## src/rtl/puf_soc_pkg.sv

```systemverilog
// puf_soc_pkg: shared FSM state encoding for the PUF sequencer, assembler and debug decoders
package puf_soc_pkg;
  localparam int ST_W = 3;
  localparam logic [ST_W-1:0] ST_IDLE    = 3'd0;
  localparam logic [ST_W-1:0] ST_CLEAR   = 3'd1;
  localparam logic [ST_W-1:0] ST_SETTLE  = 3'd2;
  localparam logic [ST_W-1:0] ST_COUNT   = 3'd3;
  localparam logic [ST_W-1:0] ST_CAPTURE = 3'd4;
  localparam logic [ST_W-1:0] ST_NEXT    = 3'd5;
  localparam logic [ST_W-1:0] ST_DONE    = 3'd6;
  localparam logic [ST_W-1:0] ST_ILLEGAL = 3'd7;
  typedef enum logic [ST_W-1:0] {
    IDLE    = ST_IDLE,
    CLEAR   = ST_CLEAR,
    SETTLE  = ST_SETTLE,
    COUNT   = ST_COUNT,
    CAPTURE = ST_CAPTURE,
    NEXT    = ST_NEXT,
    DONE    = ST_DONE,
    ILLEGAL = ST_ILLEGAL
  } state_t;
endpackage

```

## src/rtl/puf_meas_sequencer_if.sv

```systemverilog
// puf_meas_sequencer_if: control inputs and datapath/status outputs of the measurement sequencer
interface puf_meas_sequencer_if
  import puf_soc_pkg::*;
#(
  parameter int MUX_LENGTH   = 16,
  parameter int WIN_BIT_SIZE = 16
);
  logic                          i_start;
  logic                          i_cont;
  logic                          i_abort;
  logic [WIN_BIT_SIZE-1:0]       i_win_len;
  logic                          i_full_0;
  logic                          i_full_1;
  logic [$clog2(MUX_LENGTH)-1:0] o_sel_mux_0;
  logic [$clog2(MUX_LENGTH)-1:0] o_sel_mux_1;
  logic [MUX_LENGTH-1:0]         o_ro_bnk_en;
  logic                          o_cnt_clr;
  logic                          o_cnt_en;
  logic                          o_assmblr_en;
  logic [ST_W-1:0]               o_fsm_state;
  logic                          o_busy;
  logic                          o_done;
  logic                          o_sat;
  modport master (
    output i_start, i_cont, i_abort, i_win_len, i_full_0, i_full_1,
    input  o_sel_mux_0, o_sel_mux_1, o_ro_bnk_en, o_cnt_clr, o_cnt_en,
           o_assmblr_en, o_fsm_state, o_busy, o_done, o_sat
  );
  modport slave (
    input  i_start, i_cont, i_abort, i_win_len, i_full_0, i_full_1,
    output o_sel_mux_0, o_sel_mux_1, o_ro_bnk_en, o_cnt_clr, o_cnt_en,
           o_assmblr_en, o_fsm_state, o_busy, o_done, o_sat
  );
endinterface

```

## src/rtl/puf_win_timer.sv

```systemverilog
// puf_win_timer: loadable down-counter; tc marks the last cycle of the loaded duration
module puf_win_timer #(
  parameter int W = 16
) (
  input  logic         clk,
  input  logic         rst,
  input  logic         load,
  input  logic [W-1:0] load_val,
  output logic         tc
);
  logic [W-1:0] cnt;
  // load sets the duration in cycles; counting stops at zero so it never wraps
  always_ff @(posedge clk or posedge rst) begin
    if (rst) cnt <= '0;
    else     cnt <= load ? load_val : (cnt != '0) ? cnt - W'(1) : cnt;
  end
  assign tc = cnt == W'(1);
endmodule

```

## src/rtl/puf_meas_sequencer.sv

```systemverilog
// puf_meas_sequencer: sweeps all RO pairs through clear/settle/count/capture
module puf_meas_sequencer
  import puf_soc_pkg::*;
#(
  parameter int MUX_LENGTH   = 16,
  parameter int WIN_BIT_SIZE = 16,
  parameter int SETTLE_CYC   = 4
) (
  input logic                 clk,
  input logic                 rst,
  puf_meas_sequencer_if.slave bus
);
  localparam int SW = $clog2(MUX_LENGTH);
  localparam int P  = MUX_LENGTH / 2;
  state_t                  state, state_nxt;
  logic [SW-1:0]           k;
  logic                    sat, tc, load, full, last, k_clr, k_inc;
  logic [WIN_BIT_SIZE-1:0] load_val, win_eff;
  assign full     = bus.i_full_0 | bus.i_full_1;
  assign last     = k == SW'(P - 1);
  assign win_eff  = (bus.i_win_len == '0) ? WIN_BIT_SIZE'(1) : bus.i_win_len;
  assign load     = (state == CLEAR) | ((state == SETTLE) & tc);
  assign load_val = (state == CLEAR) ? WIN_BIT_SIZE'(SETTLE_CYC) : win_eff;
  assign k_clr    = (state_nxt == CLEAR) & ((state == IDLE) | (state == DONE));
  assign k_inc    = (state == NEXT) & (state_nxt == CLEAR);
  puf_win_timer #(.W(WIN_BIT_SIZE)) u_timer (
    .clk      (clk),
    .rst      (rst),
    .load     (load),
    .load_val (load_val),
    .tc       (tc)
  );
  // next-state selection; abort overrides every non-idle transition
  always_comb begin
    state_nxt = state;
    case (state)
      IDLE:    state_nxt = bus.i_start ? CLEAR : IDLE;
      CLEAR:   state_nxt = SETTLE;
      SETTLE:  state_nxt = tc ? COUNT : SETTLE;
      COUNT:   state_nxt = (tc | full) ? CAPTURE : COUNT;
      CAPTURE: state_nxt = last ? DONE : NEXT;
      NEXT:    state_nxt = CLEAR;
      DONE:    state_nxt = bus.i_cont ? CLEAR : IDLE;
      default: state_nxt = IDLE;
    endcase
    if (bus.i_abort && state != IDLE) state_nxt = IDLE;
  end
  // state, pair index and sticky saturation flag
  always_ff @(posedge clk or posedge rst) begin
    if (rst) begin
      state <= IDLE;
      k     <= '0;
      sat   <= 1'b0;
    end else begin
      state <= state_nxt;
      k     <= k_clr ? '0 : k_inc ? k + SW'(1) : k;
      sat   <= k_clr ? 1'b0 : ((state == COUNT) & full) ? 1'b1 : sat;
    end
  end
  assign bus.o_sel_mux_0  = (state == IDLE) ? '0 : SW'({k, 1'b0});
  assign bus.o_sel_mux_1  = (state == IDLE) ? '0 : SW'({k, 1'b1});
  assign bus.o_ro_bnk_en  = ((state == SETTLE) | (state == COUNT)) ? MUX_LENGTH'(3) << {k, 1'b0} : '0;
  assign bus.o_cnt_clr    = state == CLEAR;
  assign bus.o_cnt_en     = state == COUNT;
  assign bus.o_assmblr_en = state == CAPTURE;
  assign bus.o_fsm_state  = state;
  assign bus.o_busy       = state != IDLE;
  assign bus.o_done       = state == DONE;
  assign bus.o_sat        = sat;
endmodule

```

## src/flat_wrapper.sv

```systemverilog
// flat-port wrapper written by rule: the top's interface ports become plain ports
module puf_meas_sequencer_flat import puf_soc_pkg::*;
#(
  parameter int MUX_LENGTH   = 16,
  parameter int WIN_BIT_SIZE = 16,
  parameter int SETTLE_CYC   = 4
)
  (clk, rst, bus_i_start, bus_i_cont, bus_i_abort, bus_i_win_len, bus_i_full_0, bus_i_full_1, bus_o_sel_mux_0, bus_o_sel_mux_1, bus_o_ro_bnk_en, bus_o_cnt_clr, bus_o_cnt_en, bus_o_assmblr_en, bus_o_fsm_state, bus_o_busy, bus_o_done, bus_o_sat);
  puf_meas_sequencer_if #(.MUX_LENGTH(MUX_LENGTH), .WIN_BIT_SIZE(WIN_BIT_SIZE)) bus_i ();
  input logic clk;
  input logic rst;
  input wire logic [$bits(bus_i.i_start)-1:0] bus_i_start;
  input wire logic [$bits(bus_i.i_cont)-1:0] bus_i_cont;
  input wire logic [$bits(bus_i.i_abort)-1:0] bus_i_abort;
  input wire logic [$bits(bus_i.i_win_len)-1:0] bus_i_win_len;
  input wire logic [$bits(bus_i.i_full_0)-1:0] bus_i_full_0;
  input wire logic [$bits(bus_i.i_full_1)-1:0] bus_i_full_1;
  output wire logic [$bits(bus_i.o_sel_mux_0)-1:0] bus_o_sel_mux_0;
  output wire logic [$bits(bus_i.o_sel_mux_1)-1:0] bus_o_sel_mux_1;
  output wire logic [$bits(bus_i.o_ro_bnk_en)-1:0] bus_o_ro_bnk_en;
  output wire logic [$bits(bus_i.o_cnt_clr)-1:0] bus_o_cnt_clr;
  output wire logic [$bits(bus_i.o_cnt_en)-1:0] bus_o_cnt_en;
  output wire logic [$bits(bus_i.o_assmblr_en)-1:0] bus_o_assmblr_en;
  output wire logic [$bits(bus_i.o_fsm_state)-1:0] bus_o_fsm_state;
  output wire logic [$bits(bus_i.o_busy)-1:0] bus_o_busy;
  output wire logic [$bits(bus_i.o_done)-1:0] bus_o_done;
  output wire logic [$bits(bus_i.o_sat)-1:0] bus_o_sat;
  assign bus_i.i_start = bus_i_start;
  assign bus_i.i_cont = bus_i_cont;
  assign bus_i.i_abort = bus_i_abort;
  assign bus_i.i_win_len = bus_i_win_len;
  assign bus_i.i_full_0 = bus_i_full_0;
  assign bus_i.i_full_1 = bus_i_full_1;
  assign bus_o_sel_mux_0 = bus_i.o_sel_mux_0;
  assign bus_o_sel_mux_1 = bus_i.o_sel_mux_1;
  assign bus_o_ro_bnk_en = bus_i.o_ro_bnk_en;
  assign bus_o_cnt_clr = bus_i.o_cnt_clr;
  assign bus_o_cnt_en = bus_i.o_cnt_en;
  assign bus_o_assmblr_en = bus_i.o_assmblr_en;
  assign bus_o_fsm_state = bus_i.o_fsm_state;
  assign bus_o_busy = bus_i.o_busy;
  assign bus_o_done = bus_i.o_done;
  assign bus_o_sat = bus_i.o_sat;
  puf_meas_sequencer #(.MUX_LENGTH(MUX_LENGTH), .WIN_BIT_SIZE(WIN_BIT_SIZE), .SETTLE_CYC(SETTLE_CYC)) u_core (.clk(clk), .rst(rst), .bus(bus_i));
endmodule
```

## config.mk

```make
export PLATFORM = sky130hd
export DESIGN_NAME = puf_meas_sequencer_flat
export DESIGN_NICKNAME = d
export VERILOG_FILES = /design/src/rtl/puf_soc_pkg.sv /design/src/rtl/puf_meas_sequencer_if.sv /design/src/rtl/puf_win_timer.sv /design/src/rtl/puf_meas_sequencer.sv /design/src/flat_wrapper.sv
export SDC_FILE = /design/constraint.sdc
export NUM_CORES = 1
export LEC_CHECK = 0
export ABC_CLOCK_PERIOD_IN_PS = 5000
export CAP_MARGIN = 5
export CORE_MARGIN = 2
export CORE_UTILIZATION = 52
export CTS_BUF_LIST = sky130_fd_sc_hd__clkbuf_16
export CTS_CLUSTER_SIZE = 16
export DETAILED_ROUTE_END_ITERATION = 16
export GPL_TIMING_DRIVEN = 0
export PLACE_DENSITY = 0.84
export RECOVER_POWER = 50
export SYNTH_ARGS = -nofsm -noshare
export SYNTH_HDL_FRONTEND = slang
export SYNTH_HIERARCHICAL = 1
export SYNTH_SLANG_ARGS = --single-unit
```

## constraint.sdc

```tcl
create_clock -name clk -period 5 [get_ports clk]
set_input_delay 1 -clock clk [delete_from_list [all_inputs] [get_ports clk]]
set_output_delay 1 -clock clk [all_outputs]
set_load 0.01 [all_outputs]
```

==> reports/results.tsv <==
stage	metric	value	unit
status	status	finished, final reports clean	
setup_path	worst-path-max-fanout	10	
global_route	grt_first_pass_wirelength	7520	um
synth	syn_nets	260	
finish	drive_gt1_share	12.9	%
clock_tree	clkTransAtPathRegs	0.06	ns
global_route	grt_antenna_before_repair	0	
power	p_int	0.000758	W
setup_path	crit_cells	5	
detailed_routing	wl_met1	1890	um
global_route	grt_max_degree	17	
power	p_sw	0.000580	W
clock_tree	clockBufferDepth	2	
power	irDropWorstVdd	0.239	mV
clock_tree	htree_levels	1	
placement	portBuffers	54	
finish	fill_cells	307	
setup_path	r2r-end	u_core/k[1]	
detailed_routing	wire_per_inst	13.3	um
global_route	grt-ovfl-total	0	
placement	hpwl	3560	um
power	p_comb_share	57.4	%
detailed_routing	vias	1805	
finish	final_util	71.9	%
sta	fin_crit	3.45	ns
clock_tree	cts_root_buffer	clkbuf_16	
synth	yosys_register_bits	24	
synth	syn_avg_cell_area	8.72	um^2
detailed_routing	dr.first_iter.drc_count	79	
setup_path	critPathCapture	bus_o_cnt_clr	
setup_path	startpoint	u_core/bus.o_fsm_state[0]	
synth	synth_cell_types	54	
sta	rsz0062_at_grt	no	
detailed_routing	routed_wl	4460	um
setup_path	worst_ep_arrival_time	2.45	ns
synth	netlist_instances	229	
sta	holdWs	0.493	ns
hold_path	hold_depth	1	
floorplan	start_util	54.1	%
clock_tree	cts_sinks	24	
setup_path	reg2reg_depth	9	
setup_path	critical_path.max_stage_delay	0.56	ns
synth	ys_warn_count	6	
sta	setup_viol	0	
sta	finalHoldViolCount	0	
clock_tree	cts_tree	built	
setup_path	crit_family	buffers and inverters	
power	netSwitchingFraction	43.3	%
power	p_clk_share	12.8	%
floorplan	die_h	66.0	um
setup_path	crit_chain	clkbuf_1 > inv_1 > nor3_2 > buf_2 > clkdlybuf4s50_1	
placement	dp_slack	1.98	ns
clock_tree	post_cts_resized	0	
global_route	grt_pass1_vias	1684	
run	maxCapViolCount	0	
synth	syn_area	2000	um^2
sta	worst_slack	1.55	ns
floorplan	die_w	66.0	um
setup_path	cp_slowest_cell	clkdlybuf4s50_1	
synth	ys.flop_type	dfrtp_1	
setup_path	worstSetupPathType	register to output pin	
detailed_routing	ant_nets	0	
sta	worstMarginPinSlew	0.814	ns
detailed_routing	routed_via_density	5.40	
clock_tree	post_cts_buffers	0	
floorplan	pin_count	56	
setup_path	end_kind	output pin	
floorplan	die_area	4350	um^2
finish	syn_to_final_growth	32.8	%
sta	tns	0	ns
setup_path	required	4.00	ns
synth	async_flop_share	100	%
detailed_routing	drt_pre_antenna_iters	4	
sta	period_share	69.1	%
synth	synth_edf_count	0	
clock_tree	clk_latency	0.26	ns
floorplan	core	3690	um^2
sta	clock_skew	0.00429	ns
sta	slew_viol_final	0	
power	p_seq_share	29.8	%
floorplan	rows	22	
clock_tree	numCtsBuffers	3	
finish	diodes	0	
power	p_leak	1.12	nW
power	p_per_area	505	nW/um^2
sta	fmax	290	MHz
global_route	track_usage	22.4	%
finish	layout.nets	319	
detailed_routing	top_layer	met4	
sta	slew_headroom	45.0	%
detailed_routing	route.met2.wl	2180	um
detailed_routing	wl_met3	298	um
synth	seq_area_frac_synth	30.1	%
hold_path	holdCritPathClass	register to register	
setup_path	worst_setup_path_start_kind	register	
clock_tree	hold_buffers	0	
setup_path	r2r-start	u_core/u_timer/cnt[4]	
placement	routabilityCongestion	0.865	
detailed_routing	drc	0	
setup_path	cp.buffers_inverters	4	
setup_path	r2r_slack	1.73	ns
-- synth_stat cells (2+ instances only) --
cell type  instances  share of area, %
buf_4             16               6.0
a22o_1             5               2.2
nand4_1            6               1.9
mux2i_1            2               1.0
dfrtp_1           24                30
xnor2_1            7               3.1
and2b_1            2              0.75
nand3_1            7               1.8
nor4_1             3              0.94
nor4_4             3               3.2
nand2_1           17               3.2
xor2_1             2              0.88
clkbuf_1           2              0.38
o21ai_1            5               1.3
a21oi_1           13               3.3
nand2b_1           3              0.94
ha_1               8               5.0
nor3_1            11               2.8
or2_2              2              0.63
buf_2              4               1.0
a31oi_1            3              0.94
o31a_1             2              0.88
o21ai_0            5               1.3
and3_1             2              0.63
and2_1             2              0.63
inv_1             11               2.1
o31ai_1            3               1.1
nand3b_1           2              0.75
nor3_2             2               1.0
nor2b_1           19               6.0
nor2_1            13               2.4
-- power groups by stage --
| stage | Combinational (W) | Sequential, W | Clock, W |
|---|---|---|---|
| floorplan | 0.000554 | 0.000387 | 0 |
| global placement | 0.000772 | 0.000399 | 0 |
| detailed placement | 0.000785 | 0.000403 | 0 |
| CTS | 0.000790 | 0.000401 | 0.000174 |
| global route | 0.000851 | 0.000414 | 0.000178 |
| finish | 0.000768 | 0.000398 | 0.000172 |
-- per-layer routing --
metal / up-vias / track usage [%]
met1: 816 / 26.5
li1: 914 / -
met5: - / 0
met2: 68 / 40.2
met3: 7 / 3.75
met4: 0 / 8.67
-- cell usage in the layout, fill, tap and decap left out, types with 4 or more instances in the layout --
cell type / n
clkdlybuf4s50_1: 43
nor3_1: 12
a21oi_1: 13
buf_4: 15
dlygate4sd3_1: 11
o21ai_1: 5
nor2b_1: 19
a22o_1: 5
clkbuf_1: 5
nor2_1: 13
nand4_1: 6
nand2_1: 17
inv_1: 11
o21ai_0: 5
xnor2_1: 7
dfrtp_1: 24
ha_1: 8
nor4_1: 4
nand3_1: 7
-- worst min-delay path by stage --
stage	from	to
after floorplan	u_core/u_timer/cnt[7]	u_core/u_timer/cnt[7]
after global placement	u_core/u_timer/cnt[7]	u_core/u_timer/cnt[7]
after detailed placement	u_core/u_timer/cnt[7]	u_core/u_timer/cnt[7]
after CTS	u_core/u_timer/cnt[7]	u_core/u_timer/cnt[7]
after global routing	u_core/u_timer/cnt[7]	u_core/u_timer/cnt[7]
final	u_core/u_timer/cnt[7]	u_core/u_timer/cnt[7]
-- area by class of cell --
type	instances	area (um^2)	area share [%]
clock buffer	3	75.1	2.83
multi-input combinational	171	1180	44.5
tap	48	60.1	2.27
sequential	24	601	22.7
inverter	11	41.3	1.56
buffer	23	153	5.76
timing repair buffer	54	541	20.4
-- state kept, by name (all words and copies together), names as in the netlist --
| register | cells |
|---|---|
| u_core/k | 4 |
| u_core/u_timer/cnt | 16 |
| u_core/bus.o_sat | 1 |
| u_core/bus.o_fsm_state | 3 |
-- kinds of logic (layout without fill, tap and decap cells) --
group           Yosys count  count (layout)  share of synthesized area, %
other cells               1               1                         0.188
fa+ha+maj                 8               8                          5.01
xor+xnor                  9               9                          3.95
mux                       5               5                          2.88
buf+inv                  34              91                          10.0
compound gates           44              44                          15.4
simple gates            104             104                          32.5
flops                    24              24                          30.1
-- metrics by stage --
| step | area [um^2] | std cells | total power (W) |
|---|---|---|---|
| floorplan | 2000 | 229 | 0.000942 |
| detailed placement | 2600 | 331 | 0.00119 |
| global placement | 2600 | 331 | 0.00117 |
| finish | 2650 | 334 | 0.00134 |
| global route | 2650 | 334 | 0.00144 |
| CTS | 2670 | 334 | 0.00137 |
Note: power is estimated with default switching activity, not from simulation.
